File: config.mk
export PLATFORM = sky130hd
export DESIGN_NAME = slot_mem_responder
export DESIGN_NICKNAME = d
export VERILOG_FILES = /design/src/rtl/slot_mem_responder.sv
export SDC_FILE = /design/constraint.sdc
export NUM_CORES = 1
export LEC_CHECK = 0
export ABC_AREA = 1
export BUFFER_PORTS_ARGS = -buffer_cell sky130_fd_sc_hd__buf_4
export CELL_PAD_IN_SITES_DETAIL_PLACEMENT = 2
export CELL_PAD_IN_SITES_GLOBAL_PLACEMENT = 2
export CORE_UTILIZATION = 29
export CTS_CLUSTER_DIAMETER = 120
export DETAILED_ROUTE_END_ITERATION = 10
export HOLD_SLACK_MARGIN = 0.12
export MAX_ROUTING_LAYER = met4
export PLACE_DENSITY_LB_ADDON = 0.12
export SETUP_SLACK_MARGIN = 0.1
export SYNTH_ARGS = -nofsm -noshare
export SYNTH_HDL_FRONTEND = slang
export SYNTH_SLANG_ARGS = --single-unit
export TNS_END_PERCENT = 5
File: constraint.sdc
create_clock -name clk_sys -period 2.2 [get_ports clk_sys]
set_input_delay 0.22 -clock clk_sys [delete_from_list [all_inputs] [get_ports clk_sys]]
set_output_delay 0.22 -clock clk_sys [all_outputs]
set_load 0.01 [all_outputs]
File: src/rtl/slot_mem_responder.sv
// Memory-side responder: runs one RAM read/write per CPU bus cycle and holds the Z80 in wait until done.
// Optional one-entry read cache enabled by defining SLOT_MEM_RESP_RDCACHE_EN.
module slot_mem_responder #(
    parameter int ADDR_W         = 27,
    parameter int DATA_W         = 8,
    parameter int TIMEOUT_CYCLES = 64
) (
    input  logic              clk_sys,
    input  logic              reset,
    input  logic              cpu_mreq,
    input  logic [DATA_W-1:0] cpu_dout,
    output logic [DATA_W-1:0] cpu_din,
    output logic              cpu_wait,
    input  logic              ram_cs,
    input  logic [ADDR_W-1:0] mem_addr,
    input  logic              mem_rnw,
    output logic [ADDR_W-1:0] ram_addr,
    output logic [DATA_W-1:0] ram_din,
    output logic              ram_rd,
    output logic              ram_wr,
    input  logic              ram_ready,
    input  logic [DATA_W-1:0] ram_dout,
    output logic              timeout_err
);
    localparam int CNT_W = $clog2(TIMEOUT_CYCLES + 1);

    typedef enum logic [1:0] {S_IDLE, S_ISSUE, S_WAIT, S_DONE} state_t;

    state_t             state_q;
    logic               rnw_q;
    logic [CNT_W-1:0]   cnt_q;
    logic               req;
    logic               cache_hit;
    logic [DATA_W-1:0]  cache_rd_data;

    assign req      = ram_cs & cpu_mreq;
    assign cpu_wait = req & (state_q != S_DONE);

`ifdef SLOT_MEM_RESP_RDCACHE_EN
    logic [ADDR_W-1:0] cache_addr_q;
    logic [DATA_W-1:0] cache_data_q;
    logic              cache_valid_q;
    logic              ready_done;
    logic              timeout_hit;

    assign ready_done    = (state_q == S_WAIT) & ram_ready;
    assign timeout_hit   = (state_q == S_WAIT) & ~ram_ready & (cnt_q == CNT_W'(TIMEOUT_CYCLES));
    assign cache_hit     = mem_rnw & cache_valid_q & (mem_addr == cache_addr_q);
    assign cache_rd_data = cache_data_q;

    // Entry tracks the last completed read; writes to that address keep it coherent.
    always_ff @(posedge clk_sys) begin
        if (reset) begin
            cache_valid_q <= 1'b0;
            cache_addr_q  <= '0;
            cache_data_q  <= '0;
        end else if (timeout_hit) begin
            cache_valid_q <= 1'b0;
        end else if (ready_done) begin
            if (rnw_q) begin
                cache_addr_q  <= ram_addr;
                cache_data_q  <= ram_dout;
                cache_valid_q <= 1'b1;
            end else if (cache_valid_q && (ram_addr == cache_addr_q)) begin
                cache_data_q  <= ram_din;
            end
        end
    end
`else
    assign cache_hit     = 1'b0;
    assign cache_rd_data = '1;
`endif

    always_ff @(posedge clk_sys) begin
        if (reset) begin
            state_q     <= S_IDLE;
            rnw_q       <= 1'b1;
            cnt_q       <= '0;
            ram_addr    <= '0;
            ram_din     <= '0;
            ram_rd      <= 1'b0;
            ram_wr      <= 1'b0;
            timeout_err <= 1'b0;
            cpu_din     <= '1;
        end else begin
            ram_rd      <= 1'b0;
            ram_wr      <= 1'b0;
            timeout_err <= 1'b0;
            case (state_q)
                S_IDLE: begin
                    if (req) begin
                        if (cache_hit) begin
                            cpu_din <= cache_rd_data;
                            state_q <= S_DONE;
                        end else begin
                            ram_addr <= mem_addr;
                            ram_din  <= cpu_dout;
                            rnw_q    <= mem_rnw;
                            ram_rd   <= mem_rnw;
                            ram_wr   <= ~mem_rnw;
                            state_q  <= S_ISSUE;
                        end
                    end
                end
                S_ISSUE: begin
                    cnt_q   <= '0;
                    state_q <= S_WAIT;
                end
                S_WAIT: begin
                    // Ready is checked first so it beats a timeout landing in the same cycle.
                    if (ram_ready) begin
                        if (rnw_q) cpu_din <= ram_dout;
                        state_q <= req ? S_DONE : S_IDLE;
                    end else if (cnt_q == CNT_W'(TIMEOUT_CYCLES)) begin
                        if (rnw_q) cpu_din <= '1;
                        timeout_err <= 1'b1;
                        state_q     <= req ? S_DONE : S_IDLE;
                    end else begin
                        cnt_q <= cnt_q + 1'b1;
                    end
                end
                S_DONE: begin
                    if (!req) state_q <= S_IDLE;
                end
                default: state_q <= S_IDLE;
            endcase
        end
    end
endmodule
### Yosys cells after proc, flatten, opt, wreduce, memory -nomap -nowiden

Cells that the tools add are included.

| word-level totals | value |
|---|---|
| register bits | 56 |
| output and inout port bits | 47 |

| cells by class | value |
|---|---|
| add/sub/neg operators | 1 |
| equal/unequal tests | 10 |
| multiplexer cells | 14 |
| bitwise logic cells | 6 |
| reductions and logical operators | 9 |

Operators with widths:

| kind | count |
|---|---|
| two-way mux 8 bit | 4 |
| two-way mux 7 bit | 2 |
| case mux 7 bit (2 select lines) | 1 |
| two-way mux 2 bit | 5 |
| inequality test 2 bit, second input constant | 5 |
| AND reduction 3 bit | 3 |
| case mux 2 bit (4 select lines) | 1 |
| adder 7 x 1 -> 7 bit, second input constant | 1 |
| equality test 7 bit, second input constant | 1 |
| OR reduction 3 bit | 2 |
| equality test 2 bit, second input constant | 2 |
| inverter 1 bit | 4 |
| nonzero test 2 bit | 2 |
| inequality test 3 bit, second input constant | 1 |
| bitwise AND 1 bit | 2 |
| equality test 2 x 1 -> 1 bit, second input constant | 1 |
| zero test 2 bit | 1 |
| AND reduction 2 bit | 1 |
| two-way mux 1 bit | 1 |

### Logic depth before layout (Yosys ltp)

Gate-level depths: netlist of run 1.

| depth | value |
|---|---|
| word-level depth | 5 |
| depth in mapped cells | 10 |
| mapped depth without buffers | 10 |

### Worst setup path before layout of run 1

OpenSTA, ideal clock, no wires.

| timing path | value |
|---|---|
| path kind | register to register |
| start point | register cnt_q[0] |
| end point | register cpu_din[0] |
| data arrival time | 1.182 ns |
| data required time | 2.067 ns |
| slack | 0.885 ns |
| cell stages (with the launch flop) | 10 |
| buffers on the path | 0 |
| path through | dfxtp_1 -> inv_1 -> ha_1 -> inv_1 -> nor2_1 -> nand3_2 -> nand2_2 -> nand2_4 -> nand2_1 -> nand3_1 |

| between the ends | value |
|---|---|
| longest elaborated chain between the ends | 3 |

Ends and longest elaborated chain:

| element | RTL line | RTL |
|---|---|---|
| start: declaration | 31 | `logic [CNT_W-1:0] cnt_q;` |
| start signal: assignment | 119 | `cnt_q <= cnt_q + 1'b1;` |
| equality test 7 bit | 114 | `end else if (cnt_q == CNT_W'(TIMEOUT_CYCLES)) begin` |
| nonzero test 2 bit (no line) | -- |  |
| AND reduction 3 bit (no line) | -- |  |
| end signal: assignment | 93 | `cpu_din <= cache_rd_data;` |
| end signal: assignment | 112 | `if (rnw_q) cpu_din <= ram_dout;` |
| end: declaration | 12 | `output logic [DATA_W-1:0] cpu_din,` |

Every way passes these cells.
A chain may end at the register's enable or synchronous reset.

### Worst setup path in the final report of run 1

| timing path | value |
|---|---|
| start point | register cnt_q[0] |
| end point | register cpu_din[4] |

The elaborated chain is that of the path after synthesis.

==> flow_results.org, run 1 <==
** Pwr
- IR drop worst, VDD :: between 0.2 and 0.25 mV
- Leakage Power :: 1.403 nW
- Total power per unit cell area :: around 650 nW/um2
- Total power draw :: roughly 1.9 mW

** Routing
- For this block, the initial DRC count from the detailed router was 27.
- Post-DRT Antenna Nets :: 0
- Drt via density :: 4.628
- After detailed routing, the average wire length per cell comes to between 15 and 20 um.
- Overall routed net length :: ~6300 um
- Total vias in the final route :: approximately 1.9k
- Before antenna repair, the detailed router went through 3 iterations.
- After detailed routing, the number of remaining DRC violations is 0.

** Timing
- Unrepaired setup endpoints after global routing :: false
- Slew Viols, Final :: 0
- Setup ws final :: 674.1 ps
- Final setup viols :: 0
- Final period util :: ~69%
- For the final database, setup skew stands at approximately 6.3 ps.
- Number of hold violations in the final report :: 0
- Minimum period implied by the final worst setup slack :: 1526 ps
- Transition at the pin with the smallest max-transition slack :: 411.2 ps
- Setup tns final :: 0 ps
- The tightest hold path in the finished design has a slack of ~130 ps.
- Measured against its own limit, the worst slew margin works out to 72.58%.
- Maximum operating frequency :: about 0.66 GHz

** Finish
- Relative to the synthesized area, the layout overhead comes to 44.87%.
- After filler insertion, the fill cell instance count of the layout stands at 784.
- Layout cell share with drive strength beyond 1 :: 44.30%
- Antenna cells :: 0
- The final layout contains between 300 and 400 nets.

** Critical path
- Worst reg2reg path startpoint :: cnt_q[0]
- Of all nets on the critical path, the largest fanout is 9.
- Endpoint type of the worst setup path :: flip-flop
- Signal arrival time at the worst endpoint :: between 1500 and 2000 ps
- Class of the most critical setup path :: flip-flop to flip-flop
- Critical path data required time :: between 2000 and 2500 ps
- Slack of the worst reg-to-reg path :: 670 ps
- The worst register-to-register path ends at cpu_din[4].
- Depth of the worst register-to-register path :: 9
- The worst setup path is launched from a flip-flop.

** Global routing
- The via count of the first global-routing pass was between 1.5k and 2k.
- Entering global routing, the biggest net connects 37 pins.
- The first global-routing pass estimated ~10000 um of wire.
- Sum of overflow across all layers after global routing :: 0
- The number of antenna violations at the first check in global routing is 0.
- Aggregate global-route resource usage :: between 15 and 20%

** Clock tree
- Clock-pin slew on the worst setup and hold paths :: around 100 ps
- The number of gates resized after CTS was 0.
- TritonCTS built the clock tree.
- Clock root buffer master :: sky130_fd_sc_hd__clkbuf_8
- Hold repair after CTS inserted 5 buffers.
- Largest buffer count on any clock path :: 2
- Clock latency on the worst-skew pair :: ~310 ps
- Number of sinks handled by clock tree synthesis :: 56
- Max H-tree Level :: 2
- Post-CTS timing repair inserted 0 buffers for setup.
- CTS buffer count :: 5

** Worst hold path
- The worst hold path begins at cpu_dout[0].
- The path with the worst hold slack has its endpoint at ram_din[0].
- Hold Path Depth :: 2
- Path category of the worst min-delay check :: input port to flip-flop

** Yosys
- Seq cells post-synth :: 56
- Yosys printed 0 warnings.
- The mapped netlist covers between 2000 and 2500 um2.
- Summing the sequential cell areas from Yosys gives between 50 and 60% of the chip area.
- Library cell with the largest summed area after synthesis :: sky130_fd_sc_hd__dfxtp_1
- In this run the biggest area consumer among cell types represents between 50% and 60% of the synthesized area.
- Synthesized Nets :: about 250
- Synthesis produced a netlist whose cell count is about 200.
- Cells taking the most area after synthesis :: sky130_fd_sc_hd__dfxtp_1 54%, sky130_fd_sc_hd__a22o_2 8.2%, sky130_fd_sc_hd__a22o_1 7.6%, sky130_fd_sc_hd__nand2_1 3.6%, sky130_fd_sc_hd__buf_6 3.2%
- Mean instance size in the synthesized netlist :: between 10 and 15 um2
- Number of distinct library cells after synthesis :: 27

** Floorplanning
- DIE WIDTH :: approximately 87 um
- For this design the top-level I/O count stands at 96.
- Number of placement rows :: 30
- Once the floorplan was initialized, standard cells occupied between 30% and 40% of the core.
- Core region area :: ~7000 um2
- Die span in y :: 86.81 um
- The die covers between 7000 and 8000 um2.

** Place
- Hpwl dp :: about 4600 um
- Number of input and output port buffers inserted :: 95
- Pre-CTS worst setup slack :: ~680 ps
- Final weighted congestion of routability-driven global placement :: between 0.7 and 0.8

** Flow run
- Number of max-cap violations :: 0

** Outcome
- The run finished with clean final reports.
-- critical path: stages (launching register included) --
cell and delay (ps):
sky130_fd_sc_hd__dfxtp_1 350, sky130_fd_sc_hd__inv_1 80, sky130_fd_sc_hd__ha_1 140, sky130_fd_sc_hd__inv_1 40
sky130_fd_sc_hd__nor2_1 100, sky130_fd_sc_hd__nand3_2 180, sky130_fd_sc_hd__nand2_2 220, sky130_fd_sc_hd__nand2_4 120
sky130_fd_sc_hd__nand2_1 90, sky130_fd_sc_hd__nand3_1 80
-- registers in the layout (all words and copies together), names as in the netlist --
signal	cells
cpu_din	8
timeout_err	1
state_q	2
ram_rd	1
cnt_q	7
rnw_q	1
ram_wr	1
ram_addr	27
ram_din	8
-- synth_stat cells (all sizes together) --
| library cell | instances |
|---|---|
| dfxtp | 56 |
| a22o | 35 |
| nand2 | 27 |
| inv | 17 |
| nor2 | 16 |
| nand3 | 14 |
| a21oi | 8 |
| o211ai | 8 |
| buf | 7 |
| nor3 | 4 |
| o21ai | 4 |
| ha | 2 |
| clkbuf | 1 |
| clkinv | 1 |
| nand4 | 1 |
| nor4 | 1 |
-- cells in the final DEF, fill, tap and decap left out, drive strengths merged, types with 8 or more instances in the layout --
master and count:
nand3 14, a22o 35, dfxtp 56, inv 17
buf 97, nand2 27, a21oi 8, o211ai 8
nor2 16, dlygate4sd3 8
-- area by class of cell --
type | instances | area [um2] | share of cell area [%]
tap | 96 | 120.1 | 3.975
timing repair buffer | 105 | 808.3 | 26.75
multi-input combinational | 120 | 810.8 | 26.83
clock buffer | 7 | 86.33 | 2.857
clock inverter | 1 | 7.507 | 0.2484
sequential | 56 | 1121 | 37.10
inverter | 18 | 67.56 | 2.236
-- power breakdown --
| part | internal (mW) | leakage, nW | switching [mW] |
|---|---|---|---|
| combinational | 0.153 | 0.902 | 0.127 |
| sequential | 1.06 | 0.456 | 0.0241 |
| clock | 0.257 | 0.0445 | 0.332 |
-- layer usage --
metal  vias to the layer above  wire, um  GRT usage, %
met5                         -         0             -
met4                         0        84         6.364
met3                         5       349         4.476
met2                        65      2957         27.63
met1                       886      2933         22.76
li1                        909         -             -
-- worst max-delay path by stage --
stage,startpoint,to,slack [ps],cells past startpoint
6_report,cnt_q[0],cpu_din[4],670,9
5_1_grt,cnt_q[0],cpu_din[4],520,9
4_1_cts,cnt_q[0],cpu_din[4],660,9
3_5_place_dp,cnt_q[0],cpu_din[4],680,9
3_3_place_gp,cnt_q[0],cpu_din[4],760,9
2_1_floorplan,cnt_q[0],cpu_din[0],880,9
-- cells by family after synthesis --
group,share of synthesized area [%]
DFF,53.75
and+or+nand+nor,16.20
AOI/OAI and AO/OA,21.48
adders and majority gates,1.200
buffers and inverters,7.378
-- stage by stage --
step / instance area (um2) / instances / utilization, %
global route: 3022 / 403 / 43.99
detailed placement: 2848 / 387 / 41.46
finish: 3022 / 403 / 43.99
global placement: 2848 / 387 / 41.46
CTS: 2992 / 400 / 43.55
floorplan: 2086 / 202 / -
(Power assumes the default switching activity.)
==> run 2: changes to the inputs <==
- CORE_UTILIZATION: 29 -> 24
- clock period: 2.2 -> 1.3 ns (I/O delays scaled with it)
==> run 2 against run 1 <==
Against the previous run:
- the run now ends with negative setup slack left
- setup slack got worse by 710 ps
- combinational power increased by 130%
- utilization increased by 0.95 points
- clock skew increased by 1.8 ps
- critical path depth unchanged
- global-route usage increased by 0.22 points
- die area increased by 20%
- fmax increased by 14%
- power increased by 81%
- non-clock buffer count increased by 55
- first-iteration DRC count decreased by 7.4%
- flip-flop and latch count unchanged
- critical path type unchanged
==> flow_results.org, run 2 (same netlist as run 1, synthesis figures left out) <==
** Global routing
- The total global routing overflow is 0 (unchanged).
- The overall routing resource usage came to 18.15% (was 17.93%).
- Vias in the first global route :: 2342 (was 1928)
- Initial antenna violation count :: 0 (unchanged)
- The global-route wire length before repair was 12050 um (was 10030 um).
- Maximum number of pins on one net before global-route repair :: 37 (unchanged)

** Finish
- Filler instances :: 878 (was 784)
- Reg with most FFs :: ram_addr (unchanged)
- The share of cells above drive strength 1 came to 48.34% (was 44.30%).
- Commonest non-fill, non-tap cell in the layout :: sky130_fd_sc_hd__buf_4 (unchanged)
- Net total in the final layout :: 412 (was 357)
- The final design utilization is 44.94% (was 43.99%).
- The flip-flop count of the largest register after layout is 27 (unchanged).
- Area growth from synthesis to layout :: 78.82% (was 44.87%)
- Design Area, Final :: 3730 um2 (was 3022 um2)
- Biggest regs: ram_addr (27), cpu_din (8), ram_din (8) (unchanged).
- Commonest non-fill, non-tap cells in the layout :: 107 x sky130_fd_sc_hd__buf_4, 52 x sky130_fd_sc_hd__dfxtp_1, 46 x sky130_fd_sc_hd__dlygate4sd3_1 (was 97 x sky130_fd_sc_hd__buf_4, 56 x sky130_fd_sc_hd__dfxtp_1, 20 x sky130_fd_sc_hd__nand2_1)
- The final antenna diode count is 0 (unchanged).

** Timing
- The final number of setup-violating endpoints is 10 (was 0).
- Setup ws final :: -37.43 ps (was 674.1 ps)
- Unrepaired setup endpoints after global routing: true (was false).
- The final clock period utilization by the worst path is 102.9% (was 69.36%).
- The shortest period the worst path allows is 1337 ps (was 1526 ps).
- The hold violation total from the final report came to 0 (unchanged).
- Maximum operating frequency :: 0.7477 GHz (was 0.6553 GHz)
- Setup tns final :: -133.3 ps (was 0 ps)
- Transition at the pin with the smallest max-transition slack :: 309.4 ps (was 411.2 ps)
- Setup clock skew after layout :: 8.129 ps (was 6.303 ps)
- The count of final max-slew check failures was 0 (unchanged).
- Max-slew headroom :: 79.25% (was 72.58%)

** Floorplanning
- Initial Utilization :: 25.13% (was 30.36%)
- Die span in y :: 95.23 um (was 86.81 um)
- The overall die area is 9068 um2 (was 7535 um2).
- I/O Pins :: 96 (unchanged)
- Core region area :: 8299 um2 (was 6869 um2)
- The overall die width is 95.23 um (was 86.81 um).
- Number of placement rows :: 33 (was 30)

** Pwr
- The cell-internal power is 2.609 mW (was 1.466 mW).
- The total design power came to 3.535 mW (was 1.949 mW).
- IR drop worst, VDD :: 0.4249 mV (was 0.2425 mV)
- Total power per unit cell area :: 947.9 nW/um2 (was 645.1 nW/um2)
- Share of total power in sequential cells :: 51.8% (was 55.4%)
- The part of the total power dissipated in the clock network is 29.8% (was 30.2%).
- The reported leakage power was 1.689 nW (was 1.403 nW).
- Net Sw Frac :: 26.21% (was 24.81%)
- Switching power summed over all nets :: 926.8 uW (was 483.7 uW)
- The share of power burned in combinational logic is 18.4% (was 14.4%).

** Critical path
- Endpoint type of the worst setup path :: flip-flop (unchanged)
- Critical path data required time :: 1500 ps (was 2380 ps)
- Nature of the critical path startpoint :: flip-flop (unchanged)
- Critical path cell sequence: inv_4 -> ha_4 -> inv_2 -> nor2_4 -> nand3_4 -> nand2_8 -> nand2_8 -> a21oi_2 -> nor2_1 (was inv_1 -> ha_1 -> inv_1 -> nor2_1 -> nand3_2 -> nand2_2 -> nand2_4 -> nand2_1 -> nand3_1).
- The type of the setup path with the least slack was flip-flop to flip-flop (unchanged).
- The highest fanout seen on the critical path came to 7 (was 9).
- Slowest stage cell, crit path :: sky130_fd_sc_hd__dfxtp_4 (was sky130_fd_sc_hd__dfxtp_1)
- Cell type with the highest occurrence count on the critical path :: sky130_fd_sc_hd__nand2_8 (was sky130_fd_sc_hd__inv_1)
- The worst path arrival time was 1540 ps (was 1710 ps).
- The largest stage delay on the critical path is 370 ps (was 350 ps).

** Place
- The area of placed instances is 2999 um2 (was 2848 um2).
- Hpwl dp :: 4504 um (was 4565 um)
- The port buffer count is 95 (unchanged).
- The routability congestion estimate was 0.7039 (was 0.7824).

** Clock tree
- TritonCTS clock tree :: done (unchanged)
- Largest buffer count on any clock path :: 2 (unchanged)
- The CTS sink count came to 56 (unchanged).
- The CTS clock-pin slew for the worst setup and hold paths came to 100 ps (about the same).
- Clock latency on the worst-skew pair :: 310 ps (about the same)
- The CTS H-tree depth is 2 (unchanged).
- The master cell of the clock root buffer is sky130_fd_sc_hd__clkbuf_8 (unchanged).
- CTS buffer count :: 5 (unchanged)

** Routing
- The post-detailed-route wirelength per cell was 17.14 um (was 15.69 um).
- Post-DRT Antenna Nets :: 0 (unchanged)
- Total vias in the final route :: 2132 (was 1865)
- First-pass iteration count of the detailed router :: 4 (was 3)
- Drt via density :: 4.565 (was 4.628)
- Number of DRC markers in iteration 0 :: 25 (was 27)
- The final wirelength came to 8005 um (was 6324 um).
- The number of design rule violations left after detail routing came to 0 (unchanged).

** Outcome
- The final reports fail on negative setup slack.
- Run status :: finished, violations left (was finished, final reports clean)

** Worst hold path
- The worst min-delay path class was input port to flip-flop (unchanged).

** Flow run
- Number of max-cap violations :: 0 (unchanged)
-- run 2: through the flow --
stage	setup WS [ps]	instances	hold WS, ps
3_3_place_gp	16.09	404	309.9
5_1_grt	-132.6	467	163.3
2_1_floorplan	78.52	202	203.1
4_1_cts	14.64	466	152.9
6_report	-37.43	467	153.5
3_5_place_dp	-26.29	404	321.3
-- run 2: metal layers --
layer	global-route usage, %	up-vias	share of wire, %
met5	-	-	0
met3	2.711	5	3.7
met2	32.56	56	53
li1	-	1027	-
met4	3.409	0	0.51
met1	21.48	1044	43
-- run 2: worst paths after layout --
kind | endpoint | from | cells past startpoint | slack, ps
setup / recovery | cnt_q[2] | cnt_q[0] | 9 | -40
hold / removal | state_q[0] | cpu_mreq | 3 | 150
setup reg to reg | cnt_q[2] | cnt_q[0] | 9 | -40
hold reg to reg | cpu_din[6] | cpu_din[6] | 2 | 490
-- run 2: critical path: cells and delay by family (launching register included) --
| family | cells | cell delay, ps |
|---|---|---|
| fa+ha+maj | 1 | 120 |
| buf+inv | 2 | 100 |
| flops | 1 | 370 |
| compound gates | 1 | 140 |
| simple gates | 5 | 500 |
-- run 2: cell type report --
cell class | count | area [um2] | area share, %
inverters | 18 | 70.07 | 1.879
repair buffers | 160 | 1403 | 37.60
flip-flops and latches | 56 | 1129 | 30.26
multi-input cells | 120 | 900.9 | 24.15
clock buffers | 6 | 82.58 | 2.214
clock inverters | 2 | 13.76 | 0.3690
well taps | 105 | 131.4 | 3.522
-- run 2: power groups by stage --
| stage | Clock (mW) | Combinational (mW) | Sequential (mW) |
|---|---|---|---|
| 6_report | 1.05 | 0.650 | 1.83 |
| 5_1_grt | 1.16 | 0.698 | 1.84 |
| 4_1_cts | 1.08 | 0.639 | 1.83 |
| 3_5_place_dp | 0 | 0.490 | 1.87 |
| 3_3_place_gp | 0 | 0.483 | 1.86 |
| 2_1_floorplan | 0 | 0.187 | 1.89 |
-- run 2: repair_timing --
item,CTS,global route
endpoints found under the setup margin,21,55
gates resized for setup,6,12
setup buffers,7,1
endpoints found under the hold margin,49,0
hold buffers,46,0
cloned,1,0
pin swaps,6,5
==> run 3: changes to the inputs <==
==> constraint.sdc (replaced) <==
create_clock -name clk_sys -period 1.3 [get_ports clk_sys]
set_input_delay 0.065 -clock clk_sys [delete_from_list [all_inputs] [get_ports clk_sys]]
set_output_delay 0.065 -clock clk_sys [all_outputs]
set_load 0.01 [all_outputs]
==> run 3 against run 2 <==
Against the previous run:
- flip-flop and latch count did not move
- the run ends with negative hold slack, negative setup slack left
- sequential power barely moved
- critical path depth did not move
- utilization fell by 0.68 points
- clock power barely moved
==> flow_results.org, run 3 (same netlist as run 1, synthesis figures left out) <==
** Floorplanning
- Core region area :: 8299 um2 (unchanged)
- Number of placement rows :: 33 (unchanged)
- The overall die area was 9068 um2 (unchanged).
- The effective utilization at floorplan is 25.13% (unchanged).
- The overall die width was 95.23 um (unchanged).
- The number of I/O pins was 96 (unchanged).
- Die span in y :: 95.23 um (unchanged)

** Timing
- The count of final max-slew check failures came to 0 (unchanged).
- The setup clock skew after layout was 6.201 ps (was 8.129 ps).
- The final number of setup-violating endpoints came to 13 (was 10).
- The actual transition at the worst max-transition pin is 458.2 ps (was 309.4 ps).
- Unrepaired setup endpoints after global routing: true (unchanged).
- The shortest period the worst path allows was 1352 ps (was 1337 ps).
- The worst hold margin came to -60.60 ps (was 153.5 ps).
- The maximum clock frequency is 0.7399 GHz (was 0.7477 GHz).
- Number of hold violations in the final report :: 1 (was 0)
- Max-slew headroom :: 69.42% (was 79.25%)
- Setup ws final :: -51.53 ps (was -37.43 ps)
- Final period util :: 104.0% (was 102.9%)

** Worst hold path
- Path category of the worst min-delay check :: input port to flip-flop (unchanged)
- Hold Path Depth :: 2 (was 3)

** Place
- The HPWL reported at the end of detailed placement was 4445 um (was 4504 um).
- The setup slack after placement came to -24.56 ps (was -26.29 ps).
- Number of input and output port buffers inserted :: 95 (unchanged)
- Post-placement cell area :: 3007 um2 (was 2999 um2)
- The routability congestion estimate came to 0.7055 (was 0.7039).

** Critical path
- The end of the worst register-to-register path was cpu_din[0] (was cnt_q[2]).
- The kind of cell with the highest combined delay on the critical path was simple AND/OR/NAND/NOR gates (unchanged).
- The critical register-to-register path startpoint was cnt_q[0] (unchanged).
- The library cell contributing the largest single delay on the critical path is sky130_fd_sc_hd__dfxtp_2 (was sky130_fd_sc_hd__dfxtp_4).
- The capturing element of the worst setup path was cpu_din[0] (was cnt_q[2]).
- Number of cells on the critical path :: 9 (unchanged)
- The start point of the critical path is cnt_q[0] (unchanged).
- The sort of element at the start of the critical path is a flip-flop (unchanged).
- Critical path cell sequence :: inv_2 -> ha_4 -> inv_4 -> nor2_4 -> nand3_4 -> nand2_8 -> nand2_8 -> nand2_1 -> nand3_1 (was inv_4 -> ha_4 -> inv_2 -> nor2_4 -> nand3_4 -> nand2_8 -> nand2_8 -> a21oi_2 -> nor2_1)
- Slack of the worst reg-to-reg path :: -50 ps (was -40 ps)
- Bufs and invs on worst path :: 2 (unchanged)
- Critical path fanouts, max :: 8 (was 7)
- The path depth of the worst reg2reg path was 9 (unchanged).
- Maximum cell stage delay along the critical path :: 350 ps (was 370 ps)
- Class of the most critical setup path :: flip-flop to flip-flop (unchanged)
- Endpoint type of the worst setup path :: flip-flop (unchanged)
- Critical path data required time :: 1490 ps (was 1500 ps)
- Signal arrival time at the worst endpoint :: 1540 ps (about the same)
- The most used cell along the critical path was sky130_fd_sc_hd__nand2_8 (unchanged).

** Routing
- Drt via density :: 4.562 (was 4.565)
- Number of DRC markers in iteration 0 :: 22 (was 25)
- Total vias in the final route :: 2112 (was 2132)
- Overall routed net length :: 7483 um (was 8005 um)
- The number of design rule violations left after detail routing was 0 (unchanged).
- Post-DRT Antenna Nets :: 0 (unchanged)
- First-pass iteration count of the detailed router :: 4 (unchanged)
- The post-detailed-route wirelength per cell was 16.16 um (was 17.14 um).

** Finish
- Filler instances :: 895 (was 878)
- Register Area :: 1126 um2 (was 1129 um2)
- The synthesis-to-layout area growth was 76.12% (was 78.82%).
- Net total in the final layout :: 408 (was 412)
- Layout cell share with drive strength beyond 1 :: 48.04% (was 48.34%)
- Multi-input gate area :: 919.6 um2 (was 900.9 um2)
- Reg with most FFs :: ram_addr (unchanged)
- The final antenna diode count is 0 (unchanged).
- Commonest non-fill, non-tap cells in the layout :: 105 x sky130_fd_sc_hd__buf_4, 52 x sky130_fd_sc_hd__dfxtp_1, 46 x sky130_fd_sc_hd__dlygate4sd3_1 (was 107 x sky130_fd_sc_hd__buf_4, 52 x sky130_fd_sc_hd__dfxtp_1, 46 x sky130_fd_sc_hd__dlygate4sd3_1)
- Commonest non-fill, non-tap cell in the layout :: sky130_fd_sc_hd__buf_4 (unchanged)
- Flip-flop count of the largest register after layout :: 27 (unchanged)
- Design Area, Final :: 3674 um2 (was 3730 um2)
- Biggest regs: ram_addr (27), cpu_din (8), ram_din (8) (unchanged).

** Clock tree
- Clock root buffer master :: sky130_fd_sc_hd__clkbuf_8 (unchanged)
- Clock-pin slew on the worst setup and hold paths :: 110 ps (was 100 ps)
- Max H-tree Level :: 2 (unchanged)
- Clock latency on the worst-skew pair :: 320 ps (was 310 ps)
- The deepest clock path buffer count is 2 (unchanged).
- The CTS tree was done (unchanged).
- CTS buffer count :: 5 (unchanged)
- Hold buffers post-CTS :: 46 (unchanged)
- The CTS sink count is 56 (unchanged).

** Global routing
- The maximum number of pins on one net before global-route repair came to 37 (unchanged).
- The global-route wire length before repair came to 11360 um (was 12050 um).
- Initial antenna violation count :: 0 (unchanged)
- The overall routing resource usage was 16.81% (was 18.15%).
- Sum of overflow across all layers after global routing :: 0 (unchanged)
- Vias in the first global route :: 2278 (was 2342)

** Pwr
- The reported leakage power came to 1.646 nW (was 1.689 nW).
- The maximum VDD drop was 0.5365 mV (was 0.4249 mV).
- Total power per unit cell area :: 950.9 nW/um2 (was 947.9 nW/um2)

** Outcome
- Run status: finished, violations left (unchanged).
- Failing checks :: negative hold slack, negative setup slack (was negative setup slack)

** Flow run
- Number of max-cap violations :: 0 (unchanged)
[run 3: cell types whose count changed in the layout (fill, tap and decap cells not counted), sizes merged]
cell / delta
buf: -4
clkbuf: -1
clkinv: -1
clkinvlp: +2
[run 3: how the worst min path moves through the flow]
stage | startpoint | to
after global placement | mem_rnw | ram_wr
after detailed placement | mem_rnw | ram_wr
final | ram_ready | timeout_err
after floorplan | mem_rnw | ram_wr
after CTS | ram_ready | timeout_err
after global routing | ram_ready | timeout_err
[run 3: final cells by class]
| type | count | area share [%] |
|---|---|---|
| multi-input combinational | 120 | 25.03 |
| clock buffer | 5 | 1.873 |
| inverter | 18 | 1.907 |
| sequential | 56 | 30.65 |
| clock inverter | 3 | 0.7153 |
| timing repair buffer | 156 | 36.24 |
| tap | 105 | 3.576 |
[run 3: power breakdown]
group	leakage, nW	total, mW	switching, mW	internal (mW)
sequential	0.458	1.83	0.0447	1.79
clock	0.0423	1.04	0.642	0.394
combinational	1.15	0.625	0.260	0.365
total	1.65	3.49	0.947	2.55
[run 3: layer usage]
metal | track usage, % | vias up | share of wire, %
li1 | - | 1025 | -
met1 | 19.67 | 1023 | 43
met2 | 29.88 | 57 | 52
met3 | 2.552 | 7 | 3.5
met4 | 4.293 | 0 | 1.2
met5 | - | - | 0
[run 3: what timing repair did]
item,4_1_cts,5_1_grt
setup buffers,4,0
pin swaps,6,6
hold endpoints to repair,49,1
endpoints found under the setup margin,19,44
gates resized for setup,6,14
[run 3: stage by stage]
| stage | cells | power [mW] | utilization [%] | setup TNS [ps] | hold WS (ps) |
|---|---|---|---|---|---|
| floorplan | 202 | 2.079 | - | 0 | 138.1 |
| global placement | 405 | 2.345 | 36.23 | 0 | 244.0 |
| detailed placement | 405 | 2.350 | 36.23 | -79.64 | 247.5 |
| CTS | 463 | 3.524 | 43.56 | -61.33 | -66.19 |
| global route | 463 | 3.632 | 44.26 | -1926 | -63.40 |
| finish | 463 | 3.493 | 44.26 | -402.7 | -60.60 |
